===== config.mk =====
export PLATFORM = sky130hd
export DESIGN_NAME = sprite_layer_scheduler
export DESIGN_NICKNAME = d
export VERILOG_FILES = /design/src/rtl/sprite_pkg.sv /design/src/rtl/layer_prio_enc.sv /design/src/rtl/sprite_layer_scheduler.sv
export SDC_FILE = /design/constraint.sdc
export NUM_CORES = 1
export LEC_CHECK = 0
export ABC_AREA = 1
export BUFFER_PORTS_ARGS = -buffer_cell sky130_fd_sc_hd__buf_2
export CORE_UTILIZATION = 30
export DETAILED_ROUTE_END_ITERATION = 10
export PLACE_DENSITY_LB_ADDON = 0.25
export REMOVE_ABC_BUFFERS = 1
export SLEW_MARGIN = 30
export SYNTH_ARGS = -nofsm -noshare
export SYNTH_HDL_FRONTEND = slang
export SYNTH_HIERARCHICAL = 1
export SYNTH_SLANG_ARGS = --single-unit

===== constraint.sdc =====
create_clock -name Clk -period 4.5 [get_ports Clk]
set_input_delay 0.225 -clock Clk [delete_from_list [all_inputs] [get_ports Clk]]
set_output_delay 0.225 -clock Clk [all_outputs]
set_load 0.02 [all_outputs]

===== src/rtl/sprite_pkg.sv =====
// rtl/sprite_pkg.sv - shared widths, ROM address constants, layer order and FSM encoding
package sprite_pkg;

    localparam int PALETTE_W = 5;
    localparam int ADDR_W    = 18;

    localparam logic [ADDR_W-1:0] DEFAULT_ADDR = 18'd1704;
    localparam logic [ADDR_W-1:0] TERRAIN_ADDR = 18'd1705;
    localparam logic [ADDR_W-1:0] BLANK_ADDR   = 18'd1706;

    // Bit position in the pending mask; lower index wins.
    typedef enum logic [2:0] {
        LYR_B1      = 3'd0,
        LYR_P1      = 3'd1,
        LYR_B2      = 3'd2,
        LYR_P2      = 3'd3,
        LYR_TERRAIN = 3'd4,
        LYR_BG      = 3'd5
    } layer_e;

    typedef logic [1:0] state_t;
    localparam state_t ST_IDLE  = 2'd0;
    localparam state_t ST_ISSUE = 2'd1;
    localparam state_t ST_CHECK = 2'd2;
    localparam state_t ST_DONE  = 2'd3;

endpackage


===== src/rtl/layer_prio_enc.sv =====
// rtl/layer_prio_enc.sv - lowest-set-bit encoder selecting the highest-priority pending layer
module layer_prio_enc
    import sprite_pkg::*;
(
    input  logic [5:0] req,
    output logic [2:0] idx,
    output logic       valid
);

    // Scan from the top so the lowest set bit is the last one written.
    always_comb begin
        idx   = 3'd0;
        valid = 1'b0;
        for (int i = 5; i >= 0; i--) begin
            if (req[i]) begin
                idx   = 3'(i);
                valid = 1'b1;
            end
        end
    end

endmodule


===== src/rtl/sprite_layer_scheduler.sv =====
// rtl/sprite_layer_scheduler.sv - per-pixel sprite ROM sequencer walking layers until an opaque index
module sprite_layer_scheduler
    import sprite_pkg::*;
#(
    parameter int                   MAX_READS    = 3,
    parameter logic [PALETTE_W-1:0] TRANSP_IDX   = 5'd31,
    parameter logic [PALETTE_W-1:0] FALLBACK_IDX = 5'd0,
    parameter logic [PALETTE_W-1:0] BLANK_IDX    = 5'd18
) (
    input  logic                 Clk,
    input  logic                 Reset,
    input  logic                 pix_start,
    input  logic                 blank,
    input  logic                 B1D,
    input  logic                 P1D,
    input  logic                 B2D,
    input  logic                 P2D,
    input  logic                 terrain_on,
    input  logic                 drawBG,
    input  logic [ADDR_W-1:0]    B1A,
    input  logic [ADDR_W-1:0]    P1A,
    input  logic [ADDR_W-1:0]    B2A,
    input  logic [ADDR_W-1:0]    P2A,
    input  logic [ADDR_W-1:0]    addrBG,
    output logic [ADDR_W-1:0]    rom_addr,
    input  logic [PALETTE_W-1:0] rom_q,
    output logic [PALETTE_W-1:0] palette_out,
    output logic                 palette_valid,
    output logic                 overflow,
    output logic                 miss,
    output logic                 busy
);

    localparam logic [2:0] MAX_R = 3'(MAX_READS);

    state_t            state;
    logic [5:0]        pending;
    logic [2:0]        reads;
    logic [ADDR_W-1:0] b1a_q, p1a_q, b2a_q, p2a_q, bg_q;
    logic [ADDR_W-1:0] last_addr;
    logic              ovf_q;
    logic              miss_q;
    logic [2:0]        enc_idx;
    logic              enc_valid;
    logic [5:0]        flags;

    assign flags = {drawBG, terrain_on, P2D, B2D, P1D, B1D};

    layer_prio_enc u_enc (
        .req   (pending),
        .idx   (enc_idx),
        .valid (enc_valid)
    );

    always_comb begin
        rom_addr = DEFAULT_ADDR;
        if (state == ST_ISSUE && enc_valid) begin
            case (layer_e'(enc_idx))
                LYR_B1:      rom_addr = b1a_q;
                LYR_P1:      rom_addr = p1a_q;
                LYR_B2:      rom_addr = b2a_q;
                LYR_P2:      rom_addr = p2a_q;
                LYR_TERRAIN: rom_addr = TERRAIN_ADDR;
                LYR_BG:      rom_addr = bg_q;
                default:     rom_addr = DEFAULT_ADDR;
            endcase
        end else if (state == ST_CHECK) begin
            rom_addr = last_addr;
        end
    end

    assign busy          = (state != ST_IDLE);
    assign palette_valid = (state == ST_DONE);
    assign overflow      = (state == ST_DONE) && ovf_q;
    assign miss          = miss_q;

    always_ff @(posedge Clk) begin
        if (Reset) begin
            state       <= ST_IDLE;
            pending     <= 6'd0;
            reads       <= 3'd0;
            palette_out <= BLANK_IDX;
            ovf_q       <= 1'b0;
            miss_q      <= 1'b0;
            last_addr   <= DEFAULT_ADDR;
            b1a_q       <= '0;
            p1a_q       <= '0;
            b2a_q       <= '0;
            p2a_q       <= '0;
            bg_q        <= '0;
        end else begin
            miss_q <= 1'b0;
            if (pix_start) begin
                // A start in DONE is not a miss: that pixel's result is already out.
                miss_q  <= (state == ST_ISSUE) || (state == ST_CHECK);
                pending <= flags;
                reads   <= 3'd0;
                ovf_q   <= 1'b0;
                b1a_q   <= B1A;
                p1a_q   <= P1A;
                b2a_q   <= B2A;
                p2a_q   <= P2A;
                bg_q    <= addrBG;
                if (!blank) begin
                    palette_out <= BLANK_IDX;
                    state       <= ST_DONE;
                end else if (flags == 6'd0) begin
                    palette_out <= FALLBACK_IDX;
                    state       <= ST_DONE;
                end else begin
                    state <= ST_ISSUE;
                end
            end else begin
                case (state)
                    ST_ISSUE: begin
                        pending   <= pending & (pending - 6'd1);
                        reads     <= reads + 3'd1;
                        last_addr <= rom_addr;
                        state     <= ST_CHECK;
                    end
                    ST_CHECK: begin
                        if (rom_q != TRANSP_IDX) begin
                            palette_out <= rom_q;
                            state       <= ST_DONE;
                        end else if (pending == 6'd0) begin
                            palette_out <= FALLBACK_IDX;
                            state       <= ST_DONE;
                        end else if (reads < MAX_R) begin
                            state <= ST_ISSUE;
                        end else begin
                            palette_out <= FALLBACK_IDX;
                            ovf_q       <= 1'b1;
                            state       <= ST_DONE;
                        end
                    end
                    ST_DONE: state <= ST_IDLE;
                    default: state <= ST_IDLE;
                endcase
            end
        end
    end

endmodule


==> results of run 1 <==
[per-stage QoR]
| step | instance area, µm² | power [mW] | instances | hold slack (ns) | utilization [%] |
|---|---|---|---|---|---|
| after floorplan | 5699 | 1.479 | 799 | 0.3208 | - |
| after global placement | 6766 | 1.647 | 1202 | 0.4280 | 34.65 |
| after detailed placement | 6766 | 1.653 | 1202 | 0.4328 | 34.65 |
| after CTS | 7453 | 3.263 | 1234 | 0.01684 | 38.17 |
| after global routing | 7453 | 3.373 | 1234 | 0.02451 | 38.17 |
| final | 7453 | 3.229 | 1234 | 0.03017 | 38.17 |
[final timing paths]
path / depth (start not counted) / to / slack, ns
setup / recovery: 10 / rom_addr[3] / 1.52
hold / removal: 3 / b1a_q[3] / 0.03
setup reg to reg: 9 / last_addr[9] / 2.20
hold reg to reg: 2 / p1a_q[2] / 0.44
[report_power, final]
group | switching (mW) | total, mW | leakage (nW) | internal [mW]
sequential | 0.0370 | 1.22 | 1.04 | 1.18
combinational | 0.272 | 0.403 | 2.23 | 0.131
clock | 0.498 | 1.61 | 0.331 | 1.11
[worst max-delay path, delay by kind of cell, from the launching register on]
kind | cells | cell delay, ns
compound gates | 3 | 0.89
buf+inv | 4 | 0.51
simple gates | 3 | 0.47
flops | 1 | 0.44
[sequential cells by signal (all words and copies together) (netlist names)]
signal / cells
b1a_q: 18
b2a_q: 18
bg_q: 18
last_addr: 18
miss: 1
ovf_q: 1
p1a_q: 18
p2a_q: 18
palette_out: 5
pending: 6
reads: 3
state: 2
[synth_stat cells (all sizes together), types with 3 or more instances]
cell	n
nand2	271
nand3	178
dfxtp	126
nor2	63
inv	57
o21ai	41
buf	37
nand4	24
clkbuf	16
a21oi	15
ha	6
a21boi	4
o22ai	3
[cell usage in the layout (no fill, tap or decap), types with 2 or more instances in the layout]
cell type / count
inv_2: 4
buf_4: 8
nand3_1: 164
nand4_1: 24
buf_2: 130
inv_1: 49
ha_1: 6
o31ai_1: 2
a21boi_1: 4
o21ai_0: 19
clkbuf_16: 17
o22ai_1: 3
dfxtp_1: 126
nor4_1: 2
nand2_1: 269
inv_4: 3
clkbuf_1: 3
clkinv_2: 3
nor2_1: 53
o21ai_2: 11
bufinv_16: 7
o21ai_1: 11
nor2_8: 2
a21oi_1: 14
nand3_2: 14
nor2_2: 5
nor2_4: 3
[final cells by class]
cell class | instances | area [µm²]
Fill cell | 2139 | 12070
Multi-Input combinational cell | 616 | 2979
Sequential cell | 126 | 2522
Timing Repair Buffer | 138 | 710.7
Clock buffer | 21 | 450.4
Tap cell | 265 | 331.6
Clock inverter | 11 | 236.5
Inverter | 57 | 222.7
[cells by family after synthesis]
logic type	Yosys count	synth area share [%]
AND/OR/NAND/NOR	542	41.26
XOR/XNOR	1	0.1463
flip-flops	126	42.11
buffers and inverters	110	8.544
adder cells (fa/ha/maj)	6	1.253
AO/OA/AOI/OAI	67	6.685
[layer usage]
layer  vias up  GRT usage (%)
met5         -              0
met4         0          5.095
met3        15          4.065
met2       154          27.39
met1      2551          23.57
li1       2997              -
==> results_dict.tcl, run 1 <==
set metrics [dict create \
    status "finished, final reports clean" \
    power.leakage_nw 3.600 \
    required_ns 4.28 \
    gp_routability_congestion 0.7953 \
    num-nets-final 1067 \
    rr_startpoint "pending[1]" \
    synth_top_cell_by_area "dfxtp_1" \
    setup_viol 0 \
    core.rowCount 51 \
    p_per_area_nw_per_um2 433.3 \
    drt_pass1_iterations 5 \
    cts-htree-levels 4 \
    worst_setup_hold_path_clk_slew_ns 0.06 \
    ys_ff_latch 126 \
    drc 0 \
    root_buffer "clkbuf_16" \
    crit_chain "inv_1 > a21oi_4 > inv_4 > nor2_4 > o21ai_2 > a21oi_1 > nand3b_1 > nand2_1 > inv_1 > buf_2" \
    die_width_um 143.3 \
    synth_area_per_cell_um2 7.030 \
    maxCapViolations 0 \
    drt_wl_total_um 16950 \
    cp_slowest_cell "a21oi_4" \
    min_period_ns 2.978 \
    fin_crit_sh_pct 66.19 \
    wl_met2_um 7483 \
    syn-cell-area_um2 5989 \
    grt_start_max_net_pins 83 \
    start_util_pct 30.67 \
    path_common_cell "inv_1" \
    cts-resized-gates 0 \
    topRoutingLayerUsed "met4" \
    worstPathArrival_ns 2.75 \
    ys_top_cells_by_area "dfxtp_1 (42%), nand2_1 (17%), nand3_1 (14%)" \
    ant_nets 0 \
    yosys.area.top_type_share_pct 42.11 \
    synth_flop_cell "dfxtp_1" \
    cts.sink_count 126 \
    grtUsageTotal_pct 17.39 \
    rsz0062_at_grt "false" \
    vias 5717 \
    clock_path_buffers 2 \
    wl_met1_um 8455 \
    ys_warn_count 6 \
    first_global_vias 5206 \
    io_pins 132 \
    clk_latency_ns 0.42 \
    coreArea_um2 19530 \
    hp-class "primary input to flip-flop" \
    setup_tns_ns 0 \
    synth_edf_count 0 \
    synthArstFlopShare_pct 0 \
    tightest_slew_ns 0.8798 \
    pre_cts_ws_ns 1.947 \
    ys_types 35 \
    viasPerCell 4.633 \
    grt_pass1_wl_um 27170 \
    place_hpwl_um 11930 \
    post_drt_wl_per_cell_um 13.74 \
    final.setup_skew_ns 0.006037 \
    syn_inst 852 \
    ys_seq_area_share_pct 42.11 \
    worstSetupPathType "flip-flop to output pin" \
    cts_tree "built" \
    cts_hold_buf 0 \
    antenna_found_initial 0 \
    crit_path_max_fanout 16 \
    layout_setup_ws_ns 1.522 \
    hold_start "B1A[3]" \
    maxSlewHeadroom_pct 41.34 \
    cp-end-kind "output pin" \
    overflow 0 \
    hold_viol 0 \
    slowest_delay_ns 0.59 \
    dr.first_iter.drc_count 332 \
    die_area_um2 20530 \
    numCtsBuffers 17 \
    crit_start "pending[1]" \
    slew_viol_final 0 \
    clock.fmax_mhz 335.7 \
    die_h_um 143.3 \
    io_buffers 131 \
    syn2layout_area_growth_pct 24.44 \
    ir_worst_vdd_v 0.0002347 \
    crit_path_start_kind "flip-flop" \
    n_antenna_cell 0 \
    dr_wl_met3_um 837 \
    post-cts-setup-buffer-count 0 \
    layout-drive-gt1-share_pct 22.08 \
]
No activity file was read; power rests on OpenSTA's default activity.
==> run 2, diff against run 1 <==
--- a/config.mk
+++ b/config.mk
@@ -5,7 +5,7 @@
 export SDC_FILE = /design/constraint.sdc
 export NUM_CORES = 1
 export LEC_CHECK = 0
-export ABC_AREA = 1
+export ABC_AREA = 0
 export BUFFER_PORTS_ARGS = -buffer_cell sky130_fd_sc_hd__buf_2
 export CORE_UTILIZATION = 30
 export DETAILED_ROUTE_END_ITERATION = 10
==> constraint.sdc (replaced) <==
create_clock -name Clk -period 3.03 [get_ports Clk]
set_input_delay 0.1515 -clock Clk [delete_from_list [all_inputs] [get_ports Clk]]
set_output_delay 0.1515 -clock Clk [all_outputs]
set_load 0.02 [all_outputs]
==> run 2 against run 1 <==
Synthesized area is 1.2% lower. Via count is 6.7% lower. Clock power rose by 43%. Die area fell by 1.2%. Final cell count shrank 7.9%. Worst setup slack got worse by 1.4 ns. Routed wire length is essentially flat. Synthesized cell count down 25%. Utilization is 5.8 points higher. Critical path type unchanged.
==> results_dict.tcl, run 2 <==
set metrics [dict create \
    status "finished, final reports clean" \
    ys_ff_latch 126 \
    final.setup_skew_ns 0.01326 \
    sw_frac_of_total_pct 25.79 \
    hp-class "primary input to flip-flop" \
    multi_input_comb_area_um2 3154 \
    crit_family "compound AO/OA/AOI/OAI gates" \
    hold_viol 0 \
    synth_area_per_cell_um2 9.247 \
    worst_setup_hold_path_clk_slew_ns 0.06 \
    ir_worst_vdd_v 0.0003468 \
    power_mw 4.807 \
    pwr-share-seq_pct 37.5 \
    fin_crit_sh_pct 94.99 \
    grt_pass1_wl_um 26740 \
    intPower_mw 3.567 \
    num-nets-final 969 \
    layout-drive-gt1-share_pct 23.54 \
    numCtsBuffers 17 \
    cts_tree "built" \
    postLayoutCoreUtil_pct 43.94 \
    cp-end-kind "output pin" \
    maxSlewHeadroom_pct 53.64 \
    die_width_um 142.5 \
    power.leakage_nw 3.676 \
    clock_path_buffers 2 \
    fillers 1967 \
    worstSetupPathType "flip-flop to output pin" \
    crit_path_max_fanout 27 \
    root_buffer "clkbuf_16" \
    antenna_found_initial 0 \
    comb_power_share_pct 14.7 \
    drc 0 \
    crit_path_start_kind "flip-flop" \
    io_pins 132 \
    core.rowCount 51 \
    slew_viol_final 0 \
    syn2layout_area_growth_pct 44.02 \
    tightest_slew_ns 0.6954 \
    synth_edf_count 0 \
    drt_wl_total_um 16970 \
    clk_latency_ns 0.42 \
    drt_pass1_iterations 4 \
    worstPathArrival_ns 2.73 \
    p_per_area_nw_per_um2 563.9 \
    ys_seq_area_share_pct 42.62 \
    dp_cells 1005 \
    n_antenna_cell 0 \
    most-common-layout-cells "buf_2 (129), dfxtp_1 (125), nor2_1 (123)" \
    ant_nets 0 \
    die_h_um 142.5 \
    cts-htree-levels 4 \
    synthArstFlopShare_pct 0 \
    clock_power_share_pct 47.8 \
    cp_slowest_cell "dfxtp_1" \
    dr.first_iter.drc_count 242 \
    setup_viol 0 \
    ys_warn_count 6 \
    slowest_delay_ns 0.49 \
    ys_types 60 \
    syn-cell-area_um2 5918 \
    yosysMostFrequentCell "dfxtp_1" \
    ys_top_cells_by_area "dfxtp_1 (43%), mux2i_1 (19%), nor2_1 (7.8%)" \
    first_global_vias 5244 \
    cts.sink_count 126 \
    gp_routability_congestion 0.7390 \
    post_drt_wl_per_cell_um 14.94 \
    syn_inst 640 \
    path_buf_inv 2 \
    io_buffers 131 \
    synth_top_cell_by_area "dfxtp_1" \
    vias 5333 \
    clock.fmax_mhz 347.4 \
    die_area_um2 20290 \
    overflow 0 \
    rsz0062_at_grt "false" \
    crit_chain "nor2_1 > a221oi_4 > buf_8 > nor2b_1 > o2bb2ai_1 > a21oi_1 > o21ai_0 > buf_2" \
    layout_setup_ws_ns 0.1518 \
    final_common_cell "buf_2" \
    viasPerCell 4.695 \
    pre_cts_ws_ns 0.4574 \
    place_hpwl_um 10980 \
    p_sw_mw 1.240 \
    min_period_ns 2.878 \
    grtUsageTotal_pct 17.29 \
    yosys-top-cells-count "dfxtp_1 (126), nor2_1 (123), mux2i_1 (113), nand2_1 (44), a21oi_1 (23)" \
    instances_no_fill 1136 \
    maxCapViolations 0 \
    synth_flop_cell "dfxtp_1" \
    seq_area_um2 2524 \
    start_util_pct 30.51 \
    grt_start_max_net_pins 83 \
    required_ns 2.88 \
    yosys.area.top_type_share_pct 42.62 \
    coreArea_um2 19400 \
]
-- run 2: cell count changes after synthesis, moves of 14 or more --
cell / previous run / this run
nand4_1: 24 / 5
nand2_1: 269 / 44
nor2_1: 54 / 123
mux2i_1: 0 / 113
nand3_1: 164 / 6
nand3_2: 14 / 0
inv_1: 49 / 14
-- run 2: layer usage --
layer / share of wire [%] / track usage (%) / wire length [µm] / vias to the layer above
met5: 0 / 0 / 0 / -
met4: 1.3 / 6.169 / 221 / 0
met3: 3.7 / 4.172 / 632 / 13
met2: 49 / 30.03 / 8317 / 106
li1: - / - / - / 2723
met1: 46 / 20.62 / 7797 / 2491
-- run 2: what timing repair did --
item                                    CTS  global route
hold buffers                             97             0
hold endpoints to repair                 97             0
endpoints found under the setup margin    0            16
resized for setup                         0             5
setup buffers                             0             1
-- run 2: final timing paths --
check                                     from             end  slack [ns]  depth (start not counted)
worst max register to register      pending[3]    last_addr[5]        0.73                          8
worst min register to register  palette_out[3]  palette_out[3]        0.47                          2
worst max-delay path                pending[3]    rom_addr[15]        0.15                          8
worst min-delay path                 addrBG[5]         bg_q[5]        0.01                          3
-- run 2: logic make-up (layout without fill, tap and decap cells) --
| logic type | Yosys count | count (layout) | share of synthesized area [%] |
|---|---|---|---|
| flip-flops | 126 | 126 | 42.62 |
| AND/OR/NAND/NOR | 224 | 225 | 17.40 |
| AO/OA/AOI/OAI | 105 | 105 | 13.70 |
| adder cells (fa/ha/maj) | 6 | 6 | 1.268 |
| multiplexers | 116 | 116 | 19.68 |
| XOR/XNOR | 2 | 2 | 0.2960 |
| buffers and inverters | 61 | 291 | 5.032 |
-- run 2: final cells by class --
| class | instances | area share (%) |
|---|---|---|
| repair buffers | 244 | 21.12 |
| clock buffers | 17 | 4.991 |
| clock inverters | 15 | 2.716 |
| well taps | 265 | 3.890 |
| inverters | 15 | 0.6606 |
| multi-input cells | 454 | 37.01 |
| flip-flops and latches | 126 | 29.61 |
-- run 2: worst reg2reg max path, stage by stage, from the launching register on --
cell and delay (ns):
dfxtp_1 0.49, nor2_1 0.12, a221oi_4 0.35, buf_8 0.26, buf_4 0.24, inv_1 0.09
o21ai_0 0.23, a32oi_1 0.13, or2_2 0.28
-- run 2: per-stage QoR --
| step | setup TNS (ns) | hold slack, ns | area [µm²] |
|---|---|---|---|
| finish | 0 | 0.01001 | 8523 |
| global route | 0 | 0.04858 | 8523 |
| CTS | 0 | 0.009674 | 8474 |
| detailed placement | 0 | 0.3914 | 6847 |
| global placement | 0 | 0.3842 | 6847 |
| floorplan | -69.50 | 0.2194 | 5677 |
-- run 2: power by group through the flow --
| stage | Clock (mW) | Sequential (mW) | Combinational (mW) |
|---|---|---|---|
| 2_1_floorplan | 0 | 1.82 | 0.338 |
| 3_3_place_gp | 0 | 1.84 | 0.596 |
| 4_1_cts | 2.36 | 1.80 | 0.698 |
| 6_report | 2.30 | 1.80 | 0.707 |
| 3_5_place_dp | 0 | 1.84 | 0.600 |
| 5_1_grt | 2.42 | 1.81 | 0.779 |
==> run 3, diff against run 2 <==
==> constraint.sdc (replaced) <==
create_clock -name Clk -period 3.25 [get_ports Clk]
set_input_delay 0.1625 -clock Clk [delete_from_list [all_inputs] [get_ports Clk]]
set_output_delay 0.1625 -clock Clk [all_outputs]
set_load 0.02 [all_outputs]
==> run 3 against run 2 <==
Register-to-register slack better by 0.20 ns. Final cell count is 0.18% higher. Total power decreased by 11%. Non-clock buffer count up 2. Clock power decreased by 14%. Sequential cell count stayed put. Sequential share of layout area increased by 0.29 points. Sequential power is 7% lower.
==> results_dict.tcl, run 3 (same netlist as run 2, synthesis figures left out) <==
set metrics [dict create \
    overflow 0 \
    cts-htree-levels 4 \
    rr_startpoint "pending[0]" \
    maxSlewHeadroom_pct 46.90 \
    place_hpwl_um 11100 \
    drc 0 \
    multi_input_comb_area_um2 3146 \
    grt_start_max_net_pins 83 \
    status "finished, final reports clean" \
    clock_path_buffers 2 \
    ir_worst_vdd_v 0.0003528 \
    drt_wl_total_um 17000 \
    most-common-layout-cells "buf_2 (129), dfxtp_1 (126), nor2_1 (123)" \
    rr_worst_depth 6 \
    worstSetupPathType "flip-flop to output pin" \
    setup_viol 0 \
    seq_area_um2 2522 \
    cts_tree "built" \
    power.leakage_nw 3.647 \
    hold_viol 0 \
    syn2layout_area_growth_pct 42.56 \
    layout-drive-gt1-share_pct 23.83 \
    die_area_um2 20290 \
    clk_latency_ns 0.43 \
    setup_tns_ns 0 \
    clock_power_share_pct 45.8 \
    die_h_um 142.5 \
    drt_pass1_iterations 6 \
    r2r_slack_ns 0.93 \
    final_common_cell "buf_2" \
    hp-class "primary input to flip-flop" \
    required_ns 3.09 \
    clock.fmax_mhz 333.1 \
    cp-end-kind "output pin" \
    viasPerCell 4.678 \
    dr.first_iter.drc_count 271 \
    first_global_vias 5203 \
    worstPathArrival_ns 2.84 \
    fin_crit_sh_pct 92.38 \
    maxCapViolations 0 \
    post_drt_wl_per_cell_um 14.94 \
    crit_path_max_fanout 20 \
    io_buffers 131 \
    antenna_found_initial 0 \
    p_per_area_nw_per_um2 509.2 \
    critPathCapture "rom_addr[2]" \
    fillers 1973 \
    numCtsBuffers 17 \
    core.rowCount 51 \
    grtUsageTotal_pct 17.29 \
    final.setup_skew_ns 0.01055 \
    num-nets-final 971 \
    die_width_um 142.5 \
    root_buffer "clkbuf_16" \
    slew_viol_final 0 \
    stdcell_area_um2 8437 \
    ant_nets 0 \
    gp_routability_congestion 0.7585 \
    start_util_pct 30.51 \
    r2r_end "last_addr[5]" \
    sw_frac_of_total_pct 27.77 \
    rsz0062_at_grt "false" \
    crit_path_start_kind "flip-flop" \
    io_pins 132 \
    pwr-share-seq_pct 39.0 \
    crit_start "pending[1]" \
    comb_power_share_pct 15.2 \
    n_antenna_cell 0 \
    tightest_slew_ns 0.7966 \
    intPower_mw 3.103 \
    p_sw_mw 1.193 \
    min_period_ns 3.002 \
    instances_no_fill 1138 \
    worst_setup_hold_path_clk_slew_ns 0.06 \
    grt_pass1_wl_um 26790 \
    coreArea_um2 19400 \
    placed_area_um2 6834 \
    dp_cells 1005 \
    postLayoutCoreUtil_pct 43.49 \
    vias 5324 \
    cts.sink_count 126 \
]
[run 3: layer usage]
metal | track usage, % | vias to the layer above | wire length (µm)
met1 | 21.52 | 2481 | 8049
met2 | 28.69 | 103 | 8067
met5 | 0 | - | 0
met4 | 7.470 | 0 | 299
met3 | 3.701 | 19 | 580
li1 | - | 2721 | -
[run 3: worst min-delay path by stage]
stage / from / endpoint / cells past startpoint
3_5_place_dp: addrBG[2] / bg_q[2] / 3
3_3_place_gp: P1A[4] / p1a_q[4] / 3
4_1_cts: addrBG[8] / bg_q[8] / 3
6_report: addrBG[8] / bg_q[8] / 3
5_1_grt: P1D / pending[1] / 3
2_1_floorplan: Reset / last_addr[11] / 1
[run 3: per-stage QoR]
stage	total power, mW	setup WS (ns)	hold WS, ns
after floorplan	2.011	-2.037	0.2304
after global placement	2.270	0.5832	0.3956
after detailed placement	2.270	0.4807	0.4041
after CTS	4.345	0.01845	0.001800
after global routing	4.492	0.06011	0.02260
final	4.296	0.2477	0.01716
[run 3: timing repair]
| action | CTS | global route |
|---|---|---|
| setup buffers | 0 | 5 |
| endpoints found under the hold margin | 95 | 0 |
| hold buffers | 95 | 0 |
| gates resized for setup | 0 | 1 |
| endpoints found under the setup margin | 0 | 11 |
[run 3: worst max-delay path, stage by stage (launching register included)]
cell and delay (ns):
dfxtp_1 0.51, inv_1 0.13, a221oi_4 0.33, buf_4 0.31, nor2b_1 0.31, o2bb2ai_1 0.22
a21oi_1 0.10, o21ai_0 0.27, buf_2 0.23
[run 3: area by class of cell]
cell class	count	area share [%]
Multi-Input combinational cell	454	37.28
Sequential cell	126	29.90
Timing Repair Buffer	246	21.07
Clock buffer	17	5.042
Tap cell	265	3.930
Clock inverter	15	2.106
Inverter	15	0.6674
[run 3: power by group through the flow]
| stage | Clock (mW) | Combinational, mW | Sequential, mW |
|---|---|---|---|
| final | 1.97 | 0.653 | 1.68 |
| after global routing | 2.09 | 0.718 | 1.69 |
| after CTS | 2.02 | 0.648 | 1.68 |
| after detailed placement | 0 | 0.559 | 1.71 |
| after global placement | 0 | 0.557 | 1.71 |
| after floorplan | 0 | 0.315 | 1.70 |
